**src/rtl/qbu_tx_dispatch_if.sv**
```systemverilog
// Stream bundle for qbu_tx_dispatch: one input stream and the express
// (emac) and preemptable (pmac) output streams. The signal names match the
// block's port names, so each one reads the same at both ends.
interface qbu_tx_dispatch_if #(
  parameter int DWIDTH = 8
) ();
  localparam int KW = DWIDTH / 8;

  // input stream
  logic [DWIDTH-1:0] i_qbu_tx_axis_data;
  logic [15:0]       i_qbu_tx_axis_user;
  logic [KW-1:0]     i_qbu_tx_axis_keep;
  logic              i_qbu_tx_axis_last;
  logic              i_qbu_tx_axis_valid;
  logic              o_qbu_tx_axis_ready;

  // express output stream
  logic [DWIDTH-1:0] o_emac_axis_data;
  logic [15:0]       o_emac_axis_user;
  logic [KW-1:0]     o_emac_axis_keep;
  logic              o_emac_axis_last;
  logic              o_emac_axis_valid;
  logic              i_emac_axis_ready;

  // preemptable output stream
  logic [DWIDTH-1:0] o_pmac_axis_data;
  logic [15:0]       o_pmac_axis_user;
  logic [KW-1:0]     o_pmac_axis_keep;
  logic              o_pmac_axis_last;
  logic              o_pmac_axis_valid;
  logic              i_pmac_axis_ready;

  // Source side: drives the input stream and the downstream readies.
  modport master (
    output i_qbu_tx_axis_data, i_qbu_tx_axis_user, i_qbu_tx_axis_keep,
    output i_qbu_tx_axis_last, i_qbu_tx_axis_valid,
    input  o_qbu_tx_axis_ready,
    input  o_emac_axis_data, o_emac_axis_user, o_emac_axis_keep,
    input  o_emac_axis_last, o_emac_axis_valid,
    output i_emac_axis_ready,
    input  o_pmac_axis_data, o_pmac_axis_user, o_pmac_axis_keep,
    input  o_pmac_axis_last, o_pmac_axis_valid,
    output i_pmac_axis_ready
  );

  // Dispatcher side.
  modport slave (
    input  i_qbu_tx_axis_data, i_qbu_tx_axis_user, i_qbu_tx_axis_keep,
    input  i_qbu_tx_axis_last, i_qbu_tx_axis_valid,
    output o_qbu_tx_axis_ready,
    output o_emac_axis_data, o_emac_axis_user, o_emac_axis_keep,
    output o_emac_axis_last, o_emac_axis_valid,
    input  i_emac_axis_ready,
    output o_pmac_axis_data, o_pmac_axis_user, o_pmac_axis_keep,
    output o_pmac_axis_last, o_pmac_axis_valid,
    input  i_pmac_axis_ready
  );
endinterface

```
**src/rtl/qbu_tx_dispatch.sv**
```systemverilog
// qbu_tx_dispatch: steers each frame of the transmit stream to the express
// (emac) or preemptable (pmac) MAC. The decision is taken on the first beat
// and then held for the whole frame. Each output has a one-entry register
// slice, so a beat appears one cycle after acceptance and runs at full rate.
module qbu_tx_dispatch #(
  parameter int DWIDTH = 8
) (
  input  logic              i_clk,
  input  logic              i_rst,
  qbu_tx_dispatch_if.slave  bus,
  input  logic              i_pmac_en,
  output logic              o_wr_emac_info,
  output logic              o_wr_pmac_info,
  output logic [15:0]       o_emac_frm_cnt,
  output logic [15:0]       o_pmac_frm_cnt
);
  localparam int KW = DWIDTH / 8;

  typedef enum logic [1:0] {
    ST_IDLE = 2'd0,
    ST_EMAC = 2'd1,
    ST_PMAC = 2'd2
  } state_t;

  state_t state_q, state_d;
  state_t sel_s;
  logic   valid_sel_s, ready_sel_s, in_ready_s, accept_s;
  logic   load_e_s, load_p_s;

  logic              e_valid_q, e_valid_d, e_last_q, e_last_d;
  logic [DWIDTH-1:0] e_data_q, e_data_d;
  logic [15:0]       e_user_q, e_user_d;
  logic [KW-1:0]     e_keep_q, e_keep_d;
  logic              p_valid_q, p_valid_d, p_last_q, p_last_d;
  logic [DWIDTH-1:0] p_data_q, p_data_d;
  logic [15:0]       p_user_q, p_user_d;
  logic [KW-1:0]     p_keep_q, p_keep_d;
  logic              e_info_q, e_info_d, p_info_q, p_info_d;
  logic [15:0]       e_cnt_q, e_cnt_d, p_cnt_q, p_cnt_d;

  // Route selection, input handshake and next-state for every register.
  always_comb begin
    if (state_q == ST_IDLE) begin
      if (bus.i_qbu_tx_axis_user[15] || !i_pmac_en) begin
        sel_s = ST_EMAC;
      end else begin
        sel_s = ST_PMAC;
      end
    end else begin
      sel_s = state_q;
    end

    if (sel_s == ST_EMAC) begin
      valid_sel_s = e_valid_q;
      ready_sel_s = bus.i_emac_axis_ready;
    end else begin
      valid_sel_s = p_valid_q;
      ready_sel_s = bus.i_pmac_axis_ready;
    end

    // Ready is forced low while reset is asserted.
    in_ready_s = !i_rst && (!valid_sel_s || ready_sel_s);
    accept_s   = bus.i_qbu_tx_axis_valid && in_ready_s;
    load_e_s   = accept_s && (sel_s == ST_EMAC);
    load_p_s   = accept_s && (sel_s == ST_PMAC);

    state_d   = state_q;
    e_valid_d = e_valid_q;
    e_last_d  = e_last_q;
    e_data_d  = e_data_q;
    e_user_d  = e_user_q;
    e_keep_d  = e_keep_q;
    p_valid_d = p_valid_q;
    p_last_d  = p_last_q;
    p_data_d  = p_data_q;
    p_user_d  = p_user_q;
    p_keep_d  = p_keep_q;
    e_cnt_d   = e_cnt_q;
    p_cnt_d   = p_cnt_q;

    // A frame stays on its channel until its last beat is accepted.
    if (accept_s) begin
      if (bus.i_qbu_tx_axis_last) begin
        state_d = ST_IDLE;
      end else begin
        state_d = sel_s;
      end
    end else begin
      state_d = state_q;
    end

    // Express slice: load on acceptance, otherwise drain when taken.
    if (load_e_s) begin
      e_valid_d = 1'b1;
      e_last_d  = bus.i_qbu_tx_axis_last;
      e_data_d  = bus.i_qbu_tx_axis_data;
      e_user_d  = {1'b0, bus.i_qbu_tx_axis_user[14:0]};
      e_keep_d  = bus.i_qbu_tx_axis_keep;
    end else if (bus.i_emac_axis_ready) begin
      e_valid_d = 1'b0;
    end else begin
      e_valid_d = e_valid_q;
    end

    // Preemptable slice: same policy as the express slice.
    if (load_p_s) begin
      p_valid_d = 1'b1;
      p_last_d  = bus.i_qbu_tx_axis_last;
      p_data_d  = bus.i_qbu_tx_axis_data;
      p_user_d  = {1'b0, bus.i_qbu_tx_axis_user[14:0]};
      p_keep_d  = bus.i_qbu_tx_axis_keep;
    end else if (bus.i_pmac_axis_ready) begin
      p_valid_d = 1'b0;
    end else begin
      p_valid_d = p_valid_q;
    end

    // Frame-start pulses: first beat is the one accepted while IDLE.
    e_info_d = load_e_s && (state_q == ST_IDLE);
    p_info_d = load_p_s && (state_q == ST_IDLE);

    // Frame counters advance on each accepted last beat and wrap naturally.
    if (load_e_s && bus.i_qbu_tx_axis_last) begin
      e_cnt_d = e_cnt_q + 16'd1;
    end else begin
      e_cnt_d = e_cnt_q;
    end
    if (load_p_s && bus.i_qbu_tx_axis_last) begin
      p_cnt_d = p_cnt_q + 16'd1;
    end else begin
      p_cnt_d = p_cnt_q;
    end
  end

  // State, output slices, pulses and counters; synchronous reset clears all.
  always_ff @(posedge i_clk) begin
    if (i_rst) begin
      state_q   <= ST_IDLE;
      e_valid_q <= 1'b0;
      e_last_q  <= 1'b0;
      e_data_q  <= '0;
      e_user_q  <= 16'd0;
      e_keep_q  <= '0;
      p_valid_q <= 1'b0;
      p_last_q  <= 1'b0;
      p_data_q  <= '0;
      p_user_q  <= 16'd0;
      p_keep_q  <= '0;
      e_info_q  <= 1'b0;
      p_info_q  <= 1'b0;
      e_cnt_q   <= 16'd0;
      p_cnt_q   <= 16'd0;
    end else begin
      state_q   <= state_d;
      e_valid_q <= e_valid_d;
      e_last_q  <= e_last_d;
      e_data_q  <= e_data_d;
      e_user_q  <= e_user_d;
      e_keep_q  <= e_keep_d;
      p_valid_q <= p_valid_d;
      p_last_q  <= p_last_d;
      p_data_q  <= p_data_d;
      p_user_q  <= p_user_d;
      p_keep_q  <= p_keep_d;
      e_info_q  <= e_info_d;
      p_info_q  <= p_info_d;
      e_cnt_q   <= e_cnt_d;
      p_cnt_q   <= p_cnt_d;
    end
  end

  assign bus.o_qbu_tx_axis_ready = in_ready_s;
  assign bus.o_emac_axis_valid   = e_valid_q;
  assign bus.o_emac_axis_last    = e_last_q;
  assign bus.o_emac_axis_data    = e_data_q;
  assign bus.o_emac_axis_user    = e_user_q;
  assign bus.o_emac_axis_keep    = e_keep_q;
  assign bus.o_pmac_axis_valid   = p_valid_q;
  assign bus.o_pmac_axis_last    = p_last_q;
  assign bus.o_pmac_axis_data    = p_data_q;
  assign bus.o_pmac_axis_user    = p_user_q;
  assign bus.o_pmac_axis_keep    = p_keep_q;
  assign o_wr_emac_info          = e_info_q;
  assign o_wr_pmac_info          = p_info_q;
  assign o_emac_frm_cnt          = e_cnt_q;
  assign o_pmac_frm_cnt          = p_cnt_q;

endmodule

```
**src/flat_wrapper.sv**
```systemverilog
// flat-port wrapper written by rule: the top's interface ports become plain ports
module qbu_tx_dispatch_flat 
#(
  parameter int DWIDTH = 8
)
  (i_clk, i_rst, i_pmac_en, o_wr_emac_info, o_wr_pmac_info, o_emac_frm_cnt, o_pmac_frm_cnt, bus_i_qbu_tx_axis_data, bus_i_qbu_tx_axis_user, bus_i_qbu_tx_axis_keep, bus_i_qbu_tx_axis_last, bus_i_qbu_tx_axis_valid, bus_o_qbu_tx_axis_ready, bus_o_emac_axis_data, bus_o_emac_axis_user, bus_o_emac_axis_keep, bus_o_emac_axis_last, bus_o_emac_axis_valid, bus_i_emac_axis_ready, bus_o_pmac_axis_data, bus_o_pmac_axis_user, bus_o_pmac_axis_keep, bus_o_pmac_axis_last, bus_o_pmac_axis_valid, bus_i_pmac_axis_ready);
  qbu_tx_dispatch_if #(.DWIDTH(DWIDTH)) bus_i ();
  input  logic i_clk;
  input  logic i_rst;
  input  logic i_pmac_en;
  output logic o_wr_emac_info;
  output logic o_wr_pmac_info;
  output logic [15:0] o_emac_frm_cnt;
  output logic [15:0] o_pmac_frm_cnt;
  input wire logic [$bits(bus_i.i_qbu_tx_axis_data)-1:0] bus_i_qbu_tx_axis_data;
  input wire logic [$bits(bus_i.i_qbu_tx_axis_user)-1:0] bus_i_qbu_tx_axis_user;
  input wire logic [$bits(bus_i.i_qbu_tx_axis_keep)-1:0] bus_i_qbu_tx_axis_keep;
  input wire logic [$bits(bus_i.i_qbu_tx_axis_last)-1:0] bus_i_qbu_tx_axis_last;
  input wire logic [$bits(bus_i.i_qbu_tx_axis_valid)-1:0] bus_i_qbu_tx_axis_valid;
  output wire logic [$bits(bus_i.o_qbu_tx_axis_ready)-1:0] bus_o_qbu_tx_axis_ready;
  output wire logic [$bits(bus_i.o_emac_axis_data)-1:0] bus_o_emac_axis_data;
  output wire logic [$bits(bus_i.o_emac_axis_user)-1:0] bus_o_emac_axis_user;
  output wire logic [$bits(bus_i.o_emac_axis_keep)-1:0] bus_o_emac_axis_keep;
  output wire logic [$bits(bus_i.o_emac_axis_last)-1:0] bus_o_emac_axis_last;
  output wire logic [$bits(bus_i.o_emac_axis_valid)-1:0] bus_o_emac_axis_valid;
  input wire logic [$bits(bus_i.i_emac_axis_ready)-1:0] bus_i_emac_axis_ready;
  output wire logic [$bits(bus_i.o_pmac_axis_data)-1:0] bus_o_pmac_axis_data;
  output wire logic [$bits(bus_i.o_pmac_axis_user)-1:0] bus_o_pmac_axis_user;
  output wire logic [$bits(bus_i.o_pmac_axis_keep)-1:0] bus_o_pmac_axis_keep;
  output wire logic [$bits(bus_i.o_pmac_axis_last)-1:0] bus_o_pmac_axis_last;
  output wire logic [$bits(bus_i.o_pmac_axis_valid)-1:0] bus_o_pmac_axis_valid;
  input wire logic [$bits(bus_i.i_pmac_axis_ready)-1:0] bus_i_pmac_axis_ready;
  assign bus_i.i_qbu_tx_axis_data = bus_i_qbu_tx_axis_data;
  assign bus_i.i_qbu_tx_axis_user = bus_i_qbu_tx_axis_user;
  assign bus_i.i_qbu_tx_axis_keep = bus_i_qbu_tx_axis_keep;
  assign bus_i.i_qbu_tx_axis_last = bus_i_qbu_tx_axis_last;
  assign bus_i.i_qbu_tx_axis_valid = bus_i_qbu_tx_axis_valid;
  assign bus_o_qbu_tx_axis_ready = bus_i.o_qbu_tx_axis_ready;
  assign bus_o_emac_axis_data = bus_i.o_emac_axis_data;
  assign bus_o_emac_axis_user = bus_i.o_emac_axis_user;
  assign bus_o_emac_axis_keep = bus_i.o_emac_axis_keep;
  assign bus_o_emac_axis_last = bus_i.o_emac_axis_last;
  assign bus_o_emac_axis_valid = bus_i.o_emac_axis_valid;
  assign bus_i.i_emac_axis_ready = bus_i_emac_axis_ready;
  assign bus_o_pmac_axis_data = bus_i.o_pmac_axis_data;
  assign bus_o_pmac_axis_user = bus_i.o_pmac_axis_user;
  assign bus_o_pmac_axis_keep = bus_i.o_pmac_axis_keep;
  assign bus_o_pmac_axis_last = bus_i.o_pmac_axis_last;
  assign bus_o_pmac_axis_valid = bus_i.o_pmac_axis_valid;
  assign bus_i.i_pmac_axis_ready = bus_i_pmac_axis_ready;
  qbu_tx_dispatch #(.DWIDTH(DWIDTH)) u_core (.i_clk(i_clk), .i_rst(i_rst), .bus(bus_i), .i_pmac_en(i_pmac_en), .o_wr_emac_info(o_wr_emac_info), .o_wr_pmac_info(o_wr_pmac_info), .o_emac_frm_cnt(o_emac_frm_cnt), .o_pmac_frm_cnt(o_pmac_frm_cnt));
endmodule
```
**config.mk**
```make
export PLATFORM = sky130hd
export DESIGN_NAME = qbu_tx_dispatch_flat
export DESIGN_NICKNAME = d
export VERILOG_FILES = /design/src/rtl/qbu_tx_dispatch_if.sv /design/src/rtl/qbu_tx_dispatch.sv /design/src/flat_wrapper.sv
export SDC_FILE = /design/constraint.sdc
export NUM_CORES = 1
export LEC_CHECK = 0
export ABC_CLOCK_PERIOD_IN_PS = 2400
export CAP_MARGIN = 20
export CORE_ASPECT_RATIO = 1.2
export CORE_MARGIN = 2
export CORE_UTILIZATION = 41
export CTS_BUF_LIST = sky130_fd_sc_hd__clkbuf_16
export DETAILED_ROUTE_END_ITERATION = 7
export PLACE_DENSITY = 0.77
export SLEW_MARGIN = 40
export SYNTH_ARGS = -nofsm -noshare
export SYNTH_HDL_FRONTEND = slang
export SYNTH_SLANG_ARGS = --single-unit
```
**constraint.sdc**
```tcl
create_clock -name i_clk -period 2.4 [get_ports i_clk]
set_clock_uncertainty 0.2 [all_clocks]
set_input_delay 0.48 -clock i_clk [delete_from_list [all_inputs] [get_ports i_clk]]
set_output_delay 0.48 -clock i_clk [all_outputs]
set_load 0.02 [all_outputs]
```
## After elaboration in Yosys (flattened, before gate mapping)

Index checks and enable logic that the tools add are counted.

- Flip-flop bits (word level): 88
- Word-level logic and storage cells: 44

- $add $sub $neg: 2
- Equal/unequal tests: 2
- Multiplexer cells: 9
- Reductions and logical operators: 16

Operator list:

| cell | number |
|---|---|
| adder 16 x 1 -> 16 bit (second input constant) | 2 |
| logical AND 1 bit | 8 |
| two-way mux 1 bit | 6 |
| two-way mux 2 bit | 3 |
| nonzero test 2 bit | 2 |
| zero test 1 bit | 3 |
| equality test 2 x 1 -> 1 bit (second input constant) | 1 |
| equality test 2 bit (second input constant) | 1 |
| zero test 2 bit | 1 |
| logical OR 1 bit | 2 |

## Longest topological paths before layout

Gate-level depths: netlist of run 1.

- Depth after elaboration: 12
- Mapped depth: 8
- Mapped depth without buffers: 5

## Worst setup path before layout of run 1

Ideal clock, no wire load.

- Kind: input-to-reg
- Start point: input i_rst
- End point: register u_core.p_cnt_q[1] (netlist: u_core.o_pmac_frm_cnt[1])
- Data arrival time: 2034 ps
- Required time: 2072 ps
- Path slack: 39 ps
- Cell stages on the path: 8
- Path buffers: 3
- Cell sequence: buf_6 > and3b_1 > or4b_1 > buf_4 > buf_4 > a21oi_2 > mux2i_1 > nor2_1

- Word-level cells in the longest chain between the ends: 5

Ends and longest elaborated chain:

| element | line | source |
|---|---|---|
| from (decl) | flat_wrapper.sv:9 | `input logic i_rst;` |
| zero test 1 bit | qbu_tx_dispatch.sv:62 | `in_ready_s = !i_rst && (!valid_sel_s \|\| ready_sel_s);` |
| logical AND 1 bit | qbu_tx_dispatch.sv:62 |  |
| logical AND 1 bit | qbu_tx_dispatch.sv:63 | `accept_s = bus.i_qbu_tx_axis_valid && in_ready_s;` |
| logical AND 1 bit | qbu_tx_dispatch.sv:65 | `load_p_s = accept_s && (sel_s == ST_PMAC);` |
| logical AND 1 bit | qbu_tx_dispatch.sv:128 | `if (load_p_s && bus.i_qbu_tx_axis_last) begin` |
| to (signal assigned) | qbu_tx_dispatch.sv:168 | `p_cnt_q <= p_cnt_d;` |
| to (decl) | qbu_tx_dispatch.sv:39 | `logic [15:0] e_cnt_q, e_cnt_d, p_cnt_q, p_cnt_d;` |

Parallel ways exist; a longest one is shown, timed or not.
A chain may end at the register's enable or synchronous reset.

## Worst setup path after layout of run 1

- Start point: input i_pmac_en
- End point: register u_core.p_cnt_q[12] (netlist: u_core.o_pmac_frm_cnt[12])

- Word-level cells in the longest chain between the ends: 12
- Elaborated cells on any way between the ends: 14
- Classes of those cells: 2 x eq/ne; 4 x mux; 8 x reduce/logical

Ends and longest elaborated chain:

| element | line | source |
|---|---|---|
| from (decl) | flat_wrapper.sv:10 | `input logic i_pmac_en;` |
| zero test 1 bit (*) | qbu_tx_dispatch.sv:44 | `if (bus.i_qbu_tx_axis_user[15] \|\| !i_pmac_en) begin` |
| logical OR 1 bit (*) | qbu_tx_dispatch.sv:44 |  |
| two-way mux 2 bit (*) | qbu_tx_dispatch.sv:44 |  |
| two-way mux 2 bit (*) | qbu_tx_dispatch.sv:43 | `if (state_q == ST_IDLE) begin` |
| equality test 2 x 1 -> 1 bit | qbu_tx_dispatch.sv:53 | `if (sel_s == ST_EMAC) begin` |
| two-way mux 1 bit | qbu_tx_dispatch.sv:53 |  |
| zero test 1 bit | qbu_tx_dispatch.sv:62 |  |
| logical OR 1 bit | qbu_tx_dispatch.sv:62 |  |
| logical AND 1 bit | qbu_tx_dispatch.sv:62 |  |
| logical AND 1 bit | qbu_tx_dispatch.sv:63 |  |
| logical AND 1 bit (*) | qbu_tx_dispatch.sv:65 |  |
| logical AND 1 bit (*) | qbu_tx_dispatch.sv:128 |  |

Mark *: on every way between the ends. The rest lies on a longest branch, timed or not.

==> results of run 1 <==
==> repair_timing <==
item,4_1_cts,5_1_grt
hold buffers,0,0
endpoints found under the setup margin,14,11
setup buffers,2,0
resized for setup,23,3
pin swaps,12,6
gates cloned,1,0
==> tightest hold or removal path: stages, from the launching register on <==
cell,delay (ns)
dfxtp_1,0.30
nand2_1,0.05
a21oi_1,0.05
==> logic make-up (layout without fill, tap and decap cells) <==
kind of cell	count (synthesis)	in the layout	share of synthesized area [%]
AND/OR/NAND/NOR	195	195	23.8
flip-flops	88	88	49.0
XOR/XNOR	26	26	6.34
AO/OA/AOI/OAI	80	80	15.9
buffers and inverters	30	165	3.80
adder cells (fa/ha/maj)	2	2	0.697
other	1	2	0.104
multiplexers	1	1	0.279
==> flip-flops by register name, indices dropped and copies added (netlist names) <==
name,flops
u_core.bus.o_emac_axis_data,8
u_core.bus.o_emac_axis_keep,1
u_core.bus.o_emac_axis_last,1
u_core.bus.o_emac_axis_user,15
u_core.bus.o_emac_axis_valid,1
u_core.bus.o_pmac_axis_data,8
u_core.bus.o_pmac_axis_keep,1
u_core.bus.o_pmac_axis_last,1
u_core.bus.o_pmac_axis_user,15
u_core.bus.o_pmac_axis_valid,1
u_core.o_emac_frm_cnt,16
u_core.o_pmac_frm_cnt,16
u_core.o_wr_emac_info,1
u_core.o_wr_pmac_info,1
u_core.state_q,2
==> cells in the final DEF (no fill, tap or decap), types with 6 or more instances in the layout <==
cell,count
a2111oi_4,9
a21oi_1,57
buf_12,6
buf_4,20
clkbuf_16,9
clkdlybuf4s50_1,111
dfxtp_1,88
nand2_1,107
nand3_1,13
nand4_1,13
nor2_1,35
xnor2_1,16
xor2_1,10
==> path summary, 6_finish.rpt <==
kind,cells after the start,end,startpoint,slack [ns]
setup reg to reg,7,u_core.o_pmac_frm_cnt[12]$_SDFFE_PP0P_,u_core.state_q[0]$_SDFFE_PP0N_,0.11
hold reg to reg,2,u_core.bus.o_emac_axis_data[0]$_SDFFE_PP0P_,u_core.bus.o_emac_axis_data[0]$_SDFFE_PP0P_,0.25
setup / recovery,8,u_core.o_pmac_frm_cnt[12]$_SDFFE_PP0P_,i_pmac_en,0.07
hold / removal,2,u_core.bus.o_emac_axis_data[0]$_SDFFE_PP0P_,u_core.bus.o_emac_axis_data[0]$_SDFFE_PP0P_,0.25
==> final cells by class <==
| type | count | share of cell area [%] |
|---|---|---|
| clock buffers | 9 | 4.12 |
| well taps | 117 | 2.68 |
| flip-flops and latches | 88 | 32.2 |
| repair buffers | 146 | 27.0 |
| multi-input cells | 306 | 33.2 |
| inverters | 3 | 0.206 |
| clock inverters | 7 | 0.572 |
==> metrics by stage <==
step	area [um^2]	utilization, %
floorplan	3600	-
global placement	5060	59.1
detailed placement	5060	59.1
CTS	5460	63.8
global route	5470	63.9
finish	5470	63.9
==> metal layers <==
| layer | track usage (%) | share of wire (%) |
|---|---|---|
| met5 | 0 | 0 |
| met4 | 11.2 | 2.7 |
| met2 | 33.9 | 48 |
| met1 | 26.2 | 43 |
| met3 | 4.58 | 5.8 |
==> power groups by stage <==
stage	clock (uW)	sequential [uW]	combinational, uW
2_1_floorplan	0	1580	120
3_3_place_gp	0	1550	339
3_5_place_dp	0	1550	344
4_1_cts	1250	1520	361
5_1_grt	1310	1520	388
6_report	1220	1510	360
==> flow_summary.yaml, run 1 <==
setup_path:
  arrival_ns: 2.34
  cp.required_ns: 2.41
  path_class: "input pin to flip-flop"
  end_kind: "flip-flop"
  cp_cell_sequence: "dlygate4sd2_1, nor3b_4, buf_4, or4b_4, buf_12, a2111oi_4, xnor2_1, nor2_1"
  crit_family: "simple AND/OR/NAND/NOR gates"
  critPathBufInv: 3
  critPathMaxStageDelay_ns: 0.53
  cp_max_fo: 9
  cp_slowest_cell: "or4b_4"
  start_kind: "input pin"
power:
  internal_power_uw: 2340
  p_switching_uw: 756
  finalPower_uw: 3100
  switching_share_pct: 24.4
  irDropWorstVdd_uv: 356
  comb_power_share_pct: 11.6
  seqPwrFrac_pct: 48.9
  p_leak_uw: 0.00183
  power.density_nw_per_um2: 566
  power_frac_clock_pct: 39.5
yosys:
  async_flop_share_pct: 0
  synth_top_area_share_pct: 49.0
  synth_cell_types: 38
  yosys.area.top_type: "dfxtp_1"
  synth_cells: 423
  synth_seq_cells: 88
  synth_area_leaders: "dfxtp_1 (49%), nand2_1 (11%), a21oi_1 (7.9%)"
  yosysMostFrequentCell: "nand2_1"
  ys_warn_count: 0
  syn_avg_cell_area_um2: 8.49
  yosysSeqAreaShare_pct: 49.0
  synthFlopType: "dfxtp_1"
  synth_common_cells: "nand2_1 (107), dfxtp_1 (88), a21oi_1 (57), nor2_1 (37), clkbuf_1 (20)"
  synth_area_um2: 3590
  synth_edf_count: 0
cells_and_area:
  syn_to_final_growth_pct: 52.3
  diodes: 0
  fillers: 731
  nets: 588
  layout.area.seq_um2: 1760
  drive_gt1_share_pct: 11.4
  multi_input_area_um2: 1820
  final_cells: 676
placement:
  dp.cells: 658
  pre_cts_slack_ns: -0.558
  dp_hpwl_mm: 6.54
  io_buffers: 118
  place_congestion: 0.814
routing:
  drt_iter0_drc: 125
  drc_errors: 0
  wire_per_inst_um: 14.5
  ant_nets: 0
  vias: 3426
  dr.pass1.iters: 5
  via_per_inst: 5.07
  wl_mm: 9.78
floorplan:
  rows: 37
  coreArea_um2: 8560
  start_util_pct: 41.9
  die_w_um: 89.4
  pin_count: 121
  fp.dieH_um: 107
  dieArea_um2: 9530
sta:
  setup_tns_ns: 0
  fin_ws_ns: 0.0683
  finalSetupViolations: 0
  whs_ns: 0.251
  slew_violations: 0
  rsz0062_at_grt: "false"
  slew-limit-headroom_pct: 58.9
  tightest_slew_ns: 0.617
  period_share_pct: 97.2
  finalHoldViolCount: 0
  period_needed_ns: 2.33
  clock.fmax_mhz: 429
global_routing:
  grt_usage_pct: 21.2
  grt_max_degree: 86
  overflow: 0
  antenna_found_initial: 0
  grt_pass1_vias: 3295
  grt_first_pass_wirelength_mm: 15.7
clock_network:
  numClockSinks: 88
  cts_tree: "yes"
  clock_path_buffers: 2
  clkSlewWorstSetupHoldPaths_ns: 0.06
  h-tree-depth: 3
  cts_root_buf: "clkbuf_16"
  numCtsBuffers: 9
  clock_latency_ns: 0.34
status:
  outcome: "completed"
run:
  drv_cap: 0
hold_path:
  hp-class: "flip-flop to flip-flop"
Power figures use the tool's default switching activity.
==> run 2: changes to the inputs <==
--- a/config.mk
+++ b/config.mk
@@ -5,7 +5,7 @@
 export SDC_FILE = /design/constraint.sdc
 export NUM_CORES = 1
 export LEC_CHECK = 0
-export ABC_CLOCK_PERIOD_IN_PS = 2400
+export ABC_CLOCK_PERIOD_IN_PS = 2100
 export CAP_MARGIN = 20
 export CORE_ASPECT_RATIO = 1.2
 export CORE_MARGIN = 2
==> constraint.sdc (replaced) <==
create_clock -name i_clk -period 2.1 [get_ports i_clk]
set_clock_uncertainty 0.2 [all_clocks]
set_input_delay 0.42 -clock i_clk [delete_from_list [all_inputs] [get_ports i_clk]]
set_output_delay 0.42 -clock i_clk [all_outputs]
set_load 0.02 [all_outputs]
==> run 2 against run 1 <==
Compared with the run above:
- critical path type is now flip-flop to flip-flop
- highest routed layer unchanged
- non-clock buffer count is 17 higher
- register-to-register slack got worse by 0.09 ns
- final cell count is 2.5% higher
- largest power group unchanged
- power rose by 20%
- first-iteration DRC count is 46% lower
- cell area rose by 4.5%
- global-route usage grew 0.17 points
- sequential power up 15%
- clock-buffer cell count did not move
- setup slack worse by 0.050 ns
- hold slack gained 0.00081 ns
- critical endpoint is now u_core.o_pmac_frm_cnt[1]$_SDFFE_PP0P_
==> flow_summary.yaml, run 2 (synthesis results as in run 1) <==
status:
  outcome: "completed"
sta:
  finalSetupViolations: 0
  clock.fmax_mhz: 480
  fin_ws_ns: 0.0184
  rsz0062_at_grt: "true"
  tightest_slew_ns: 0.605
  setup_tns_ns: 0
  slew-limit-headroom_pct: 59.7
  period_share_pct: 99.1
  period_needed_ns: 2.08
  finalHoldViolCount: 0
  slew_violations: 0
routing:
  via_per_inst: 5.08
  ant_nets: 0
  drc_errors: 0
  dr.pass1.iters: 4
  drt_iter0_drc: 67
  wire_per_inst_um: 14.4
  wl_mm: 10.0
  vias: 3522
cells_and_area:
  multi_input_area_um2: 1850
  drive_gt1_share_pct: 15.5
  final_cell_mix: "nand2_1 (107), clkdlybuf4s50_1 (107), dfxtp_1 (87)"
  design_area_um2: 5720
  syn_to_final_growth_pct: 59.2
  nets: 605
  fillers: 678
  layout.area.seq_um2: 1770
  fin_util_pct: 66.8
  diodes: 0
floorplan:
  start_util_pct: 41.9
  pin_count: 121
  rows: 37
  dieArea_um2: 9530
  fp.dieH_um: 107
  coreArea_um2: 8560
  die_w_um: 89.4
power:
  p_leak_uw: 0.00202
  irDropWorstVdd_uv: 386
  power.density_nw_per_um2: 648
clock_network:
  clock_latency_ns: 0.33
  numCtsBuffers: 9
  cts_root_buf: "clkbuf_16"
  cts_tree: "yes"
  clkSlewWorstSetupHoldPaths_ns: 0.06
  clock_path_buffers: 2
  h-tree-depth: 3
  numClockSinks: 88
placement:
  place_congestion: 0.781
  io_buffers: 118
  placedInstanceArea_um2: 5190
  dp_hpwl_mm: 6.88
  pre_cts_slack_ns: -0.752
setup_path:
  cp_cell_sequence: "nor3b_4, or4b_4, buf_12, buf_8, a21oi_4, mux2i_1, nor2_1"
  cp_slowest_cell: "or4b_4"
  path_class: "flip-flop to flip-flop"
  cp_max_fo: 7
  start_kind: "flip-flop"
  cp.required_ns: 2.10
  end_kind: "flip-flop"
  reg2regPathDepth: 7
  arrival_ns: 2.08
  critPathMaxStageDelay_ns: 0.60
global_routing:
  grt_usage_pct: 21.4
  grt_first_pass_wirelength_mm: 16.1
  overflow: 0
  grt_pass1_vias: 3475
  antenna_found_initial: 0
  grt_max_degree: 58
hold_path:
  hold_path_depth: 2
  hp-class: "flip-flop to flip-flop"
run:
  drv_cap: 0
[run 2: cell count changes in the layout (fill, tap and decap cells not counted), moves of 2 or more]
| cell | delta |
|---|---|
| buf_6 | +3 |
| buf_4 | +12 |
| dlymetal6s2s_1 | +2 |
| clkinv_1 | -2 |
| clkdlybuf4s50_1 | -4 |
| clkdlybuf4s15_1 | +2 |
[run 2: report_power, final]
part,leakage (uW),switching [uW],internal [uW],total [uW]
Sequential,0.000713,21.7,1710,1730
Combinational,0.00116,225,205,430
Clock,0.000144,633,911,1540
[run 2: final cells by class]
cell class | count | share of cell area, %
Clock buffer | 9 | 3.94
Clock inverter | 7 | 1.12
Inverter | 3 | 0.197
Multi-Input combinational cell | 306 | 32.3
Sequential cell | 88 | 30.9
Tap cell | 117 | 2.56
Timing Repair Buffer | 163 | 29.0
[run 2: worst paths after layout]
| check | start | end | slack, ns |
|---|---|---|---|
| min reg2reg | u_core.bus.o_emac_axis_data[5]$_SDFFE_PP0P_ | u_core.bus.o_emac_axis_data[5]$_SDFFE_PP0P_ | 0.25 |
| max | u_core.state_q[0]$_SDFFE_PP0N_ | u_core.o_pmac_frm_cnt[1]$_SDFFE_PP0P_ | 0.02 |
| min | u_core.bus.o_emac_axis_data[5]$_SDFFE_PP0P_ | u_core.bus.o_emac_axis_data[5]$_SDFFE_PP0P_ | 0.25 |
| max reg2reg | u_core.state_q[0]$_SDFFE_PP0N_ | u_core.o_pmac_frm_cnt[1]$_SDFFE_PP0P_ | 0.02 |
[run 2: repair_timing]
action	CTS	global route
resized for setup	35	14
hold buffers	0	0
setup endpoints to repair	52	22
buffers inserted	4	3
pin swaps	16	23
cloned	2	0
[run 2: through the flow]
stage                     total power, uW  hold WS (ns)  instances
after global routing                 3850         0.273        693
final                                3700         0.252        693
after global placement               2170         0.242        670
after floorplan                      1950         0.300        424
after CTS                            3730         0.255        691
after detailed placement             2170         0.247        670
[run 2: worst max-delay path, delay by kind of cell, from the launching register on]
kind	cells	cell delay, ns
AO/OA/AOI/OAI	1	0.15
AND/OR/NAND/NOR	3	0.70
flip-flops	1	0.37
buffers and inverters	2	0.31
multiplexers	1	0.22
[run 2: layer usage]
metal	wire length, um	GRT usage [%]	up-vias	part of all wire, %
met5	0	0	-	0
met4	85	6.08	0	0.85
met3	590	5.67	7	5.9
met2	5100	37.3	106	51
met1	4220	25.3	1677	42
li1	-	-	1732	-
==> run 3: changes to the inputs <==
--- a/config.mk
+++ b/config.mk
@@ -7,10 +7,10 @@
 export LEC_CHECK = 0
 export ABC_CLOCK_PERIOD_IN_PS = 2100
 export CAP_MARGIN = 20
-export CORE_ASPECT_RATIO = 1.2
 export CORE_MARGIN = 2
 export CORE_UTILIZATION = 41
 export CTS_BUF_LIST = sky130_fd_sc_hd__clkbuf_16
+export CTS_CLUSTER_DIAMETER = 30
 export DETAILED_ROUTE_END_ITERATION = 7
 export PLACE_DENSITY = 0.77
 export SLEW_MARGIN = 40
==> run 3 against run 2 <==
Compared with the run above:
- utilization grew 0.69 points
- critical path depth is the same
- the flow now finishes with violations (setup timing)
- sequential power is essentially flat
- largest cell class unchanged
- first-iteration DRC count grew 130%
- routed wire length grew 9.0%
- critical path type unchanged
- combinational power grew 7.7%
==> flow_summary.yaml, run 3 (synthesis results as in run 1) <==
status:
  outcome: "finished, violations left"
  violations: "setup timing"
routing:
  wl_mm: 10.9
  drt_iter0_drc: 157
  drc_errors: 0
  ant_nets: 0
  dr.pass1.iters: 5
  vias: 3559
  wire_per_inst_um: 15.7
  via_per_inst: 5.11
sta:
  setup_tns_ns: -0.466
  period_share_pct: 103
  tightest_slew_ns: 0.603
  period_needed_ns: 2.16
  rsz0062_at_grt: "true"
  finalHoldViolCount: 0
  fin_ws_ns: -0.0599
  clock.fmax_mhz: 463
  finalSetupViolations: 11
  slew_violations: 0
  slew-limit-headroom_pct: 59.8
placement:
  io_buffers: 118
  dp_hpwl_mm: 6.94
  place_congestion: 0.798
setup_path:
  critPathBufInv: 2
  arrival_ns: 2.16
  start_kind: "flip-flop"
  crit_family: "simple AND/OR/NAND/NOR gates"
  cp_slowest_cell: "or4b_4"
  end_kind: "flip-flop"
  critPathMaxStageDelay_ns: 0.55
  cp.required_ns: 2.10
  path_class: "flip-flop to flip-flop"
  cp_cell_sequence: "nor3b_4, buf_6, or4b_4, buf_4, a2111oi_4, xnor2_1, nor2_1"
  cp_max_fo: 6
floorplan:
  die_w_um: 97.6
  start_util_pct: 41.8
  coreArea_um2: 8590
  dieArea_um2: 9530
  fp.dieH_um: 97.6
  pin_count: 121
  rows: 34
run:
  drv_cap: 0
clock_network:
  numCtsBuffers: 9
  clkSlewWorstSetupHoldPaths_ns: 0.06
  clock_latency_ns: 0.34
  numClockSinks: 88
  cts_tree: "yes"
  hold_buffers: 0
  cts_root_buf: "clkbuf_16"
  clock_path_buffers: 2
  h-tree-depth: 3
cells_and_area:
  final_cell_mix: "nand2_1 (107), clkdlybuf4s50_1 (107), dfxtp_1 (86)"
  layout.area.seq_um2: 1760
  nets: 617
  syn_to_final_growth_pct: 61.4
  fillers: 668
  diodes: 0
  multi_input_area_um2: 1860
  drive_gt1_share_pct: 18.0
hold_path:
  hp-class: "input pin to flip-flop"
global_routing:
  gr-usage-met2_pct: 37.5
  gr-max-usage-layer: "met2"
  antenna_found_initial: 0
  grt_max_degree: 57
  grt_pass1_vias: 3409
  grt_usage_pct: 21.5
  overflow: 0
  grt_use_met3_pct: 4.75
  grt_first_pass_wirelength_mm: 16.6
  use_met1_pct: 25.5
power:
  finalPower_uw: 3790
  power.density_nw_per_um2: 655
  p_leak_uw: 0.00206
  irDropWorstVdd_uv: 480
run 3: routing by layer:
layer  part of all wire (%)  routed length [um]
met5                      0                   0
met1                     40                4400
met2                     53                5760
met4                    1.7                 188
met3                    5.1                 555
run 3: through the flow:
step	hold WS [ns]	setup WS (ns)	cells	instance area, um^2	utilization [%]
after CTS	0.248	-0.185	687	5670	66.0
after floorplan	0.300	-0.147	424	3620	-
after global placement	0.242	-0.689	662	5160	60.0
after detailed placement	0.246	-0.753	662	5160	60.0
after global routing	0.255	-0.132	696	5800	67.5
final	0.242	-0.0599	696	5800	67.5
run 3: tightest hold or removal path: cells and delay by family:
kind / cells / cell delay (ns)
buffers and inverters: 2 / 0.27
AND/OR/NAND/NOR: 1 / 0.06
run 3: power breakdown:
group	internal, uW	total, uW	switching (uW)
clock network	923	1600	678
logic	224	463	239
registers	1710	1730	22.1
run 3: area by class of cell:
class	instances	share of cell area [%]
clock buffers	9	3.89
clock inverters	7	1.25
inverters	3	0.194
multi-input cells	306	32.2
flip-flops and latches	88	30.4
well taps	108	2.33
repair buffers	175	29.7
run 3: final timing paths:
path | startpoint | to | slack [ns] | cells past startpoint
max | u_core.state_q[0]$_SDFFE_PP0N_ | u_core.o_pmac_frm_cnt[8]$_SDFFE_PP0P_ | -0.06 | 7
min reg2reg | u_core.bus.o_pmac_axis_user[4]$_SDFFE_PP0P_ | u_core.bus.o_pmac_axis_user[4]$_SDFFE_PP0P_ | 0.25 | 2
min | i_rst | u_core.state_q[1]$_SDFFE_PP0N_ | 0.24 | 3
max reg2reg | u_core.state_q[0]$_SDFFE_PP0N_ | u_core.o_pmac_frm_cnt[8]$_SDFFE_PP0P_ | -0.06 | 7
run 3: repair_timing:
action                                  4_1_cts  5_1_grt
endpoints found under the setup margin       35       30
pin swaps                                    23       31
gates resized for setup                      37       16
cloned                                        1        1
buffers inserted                              8       10
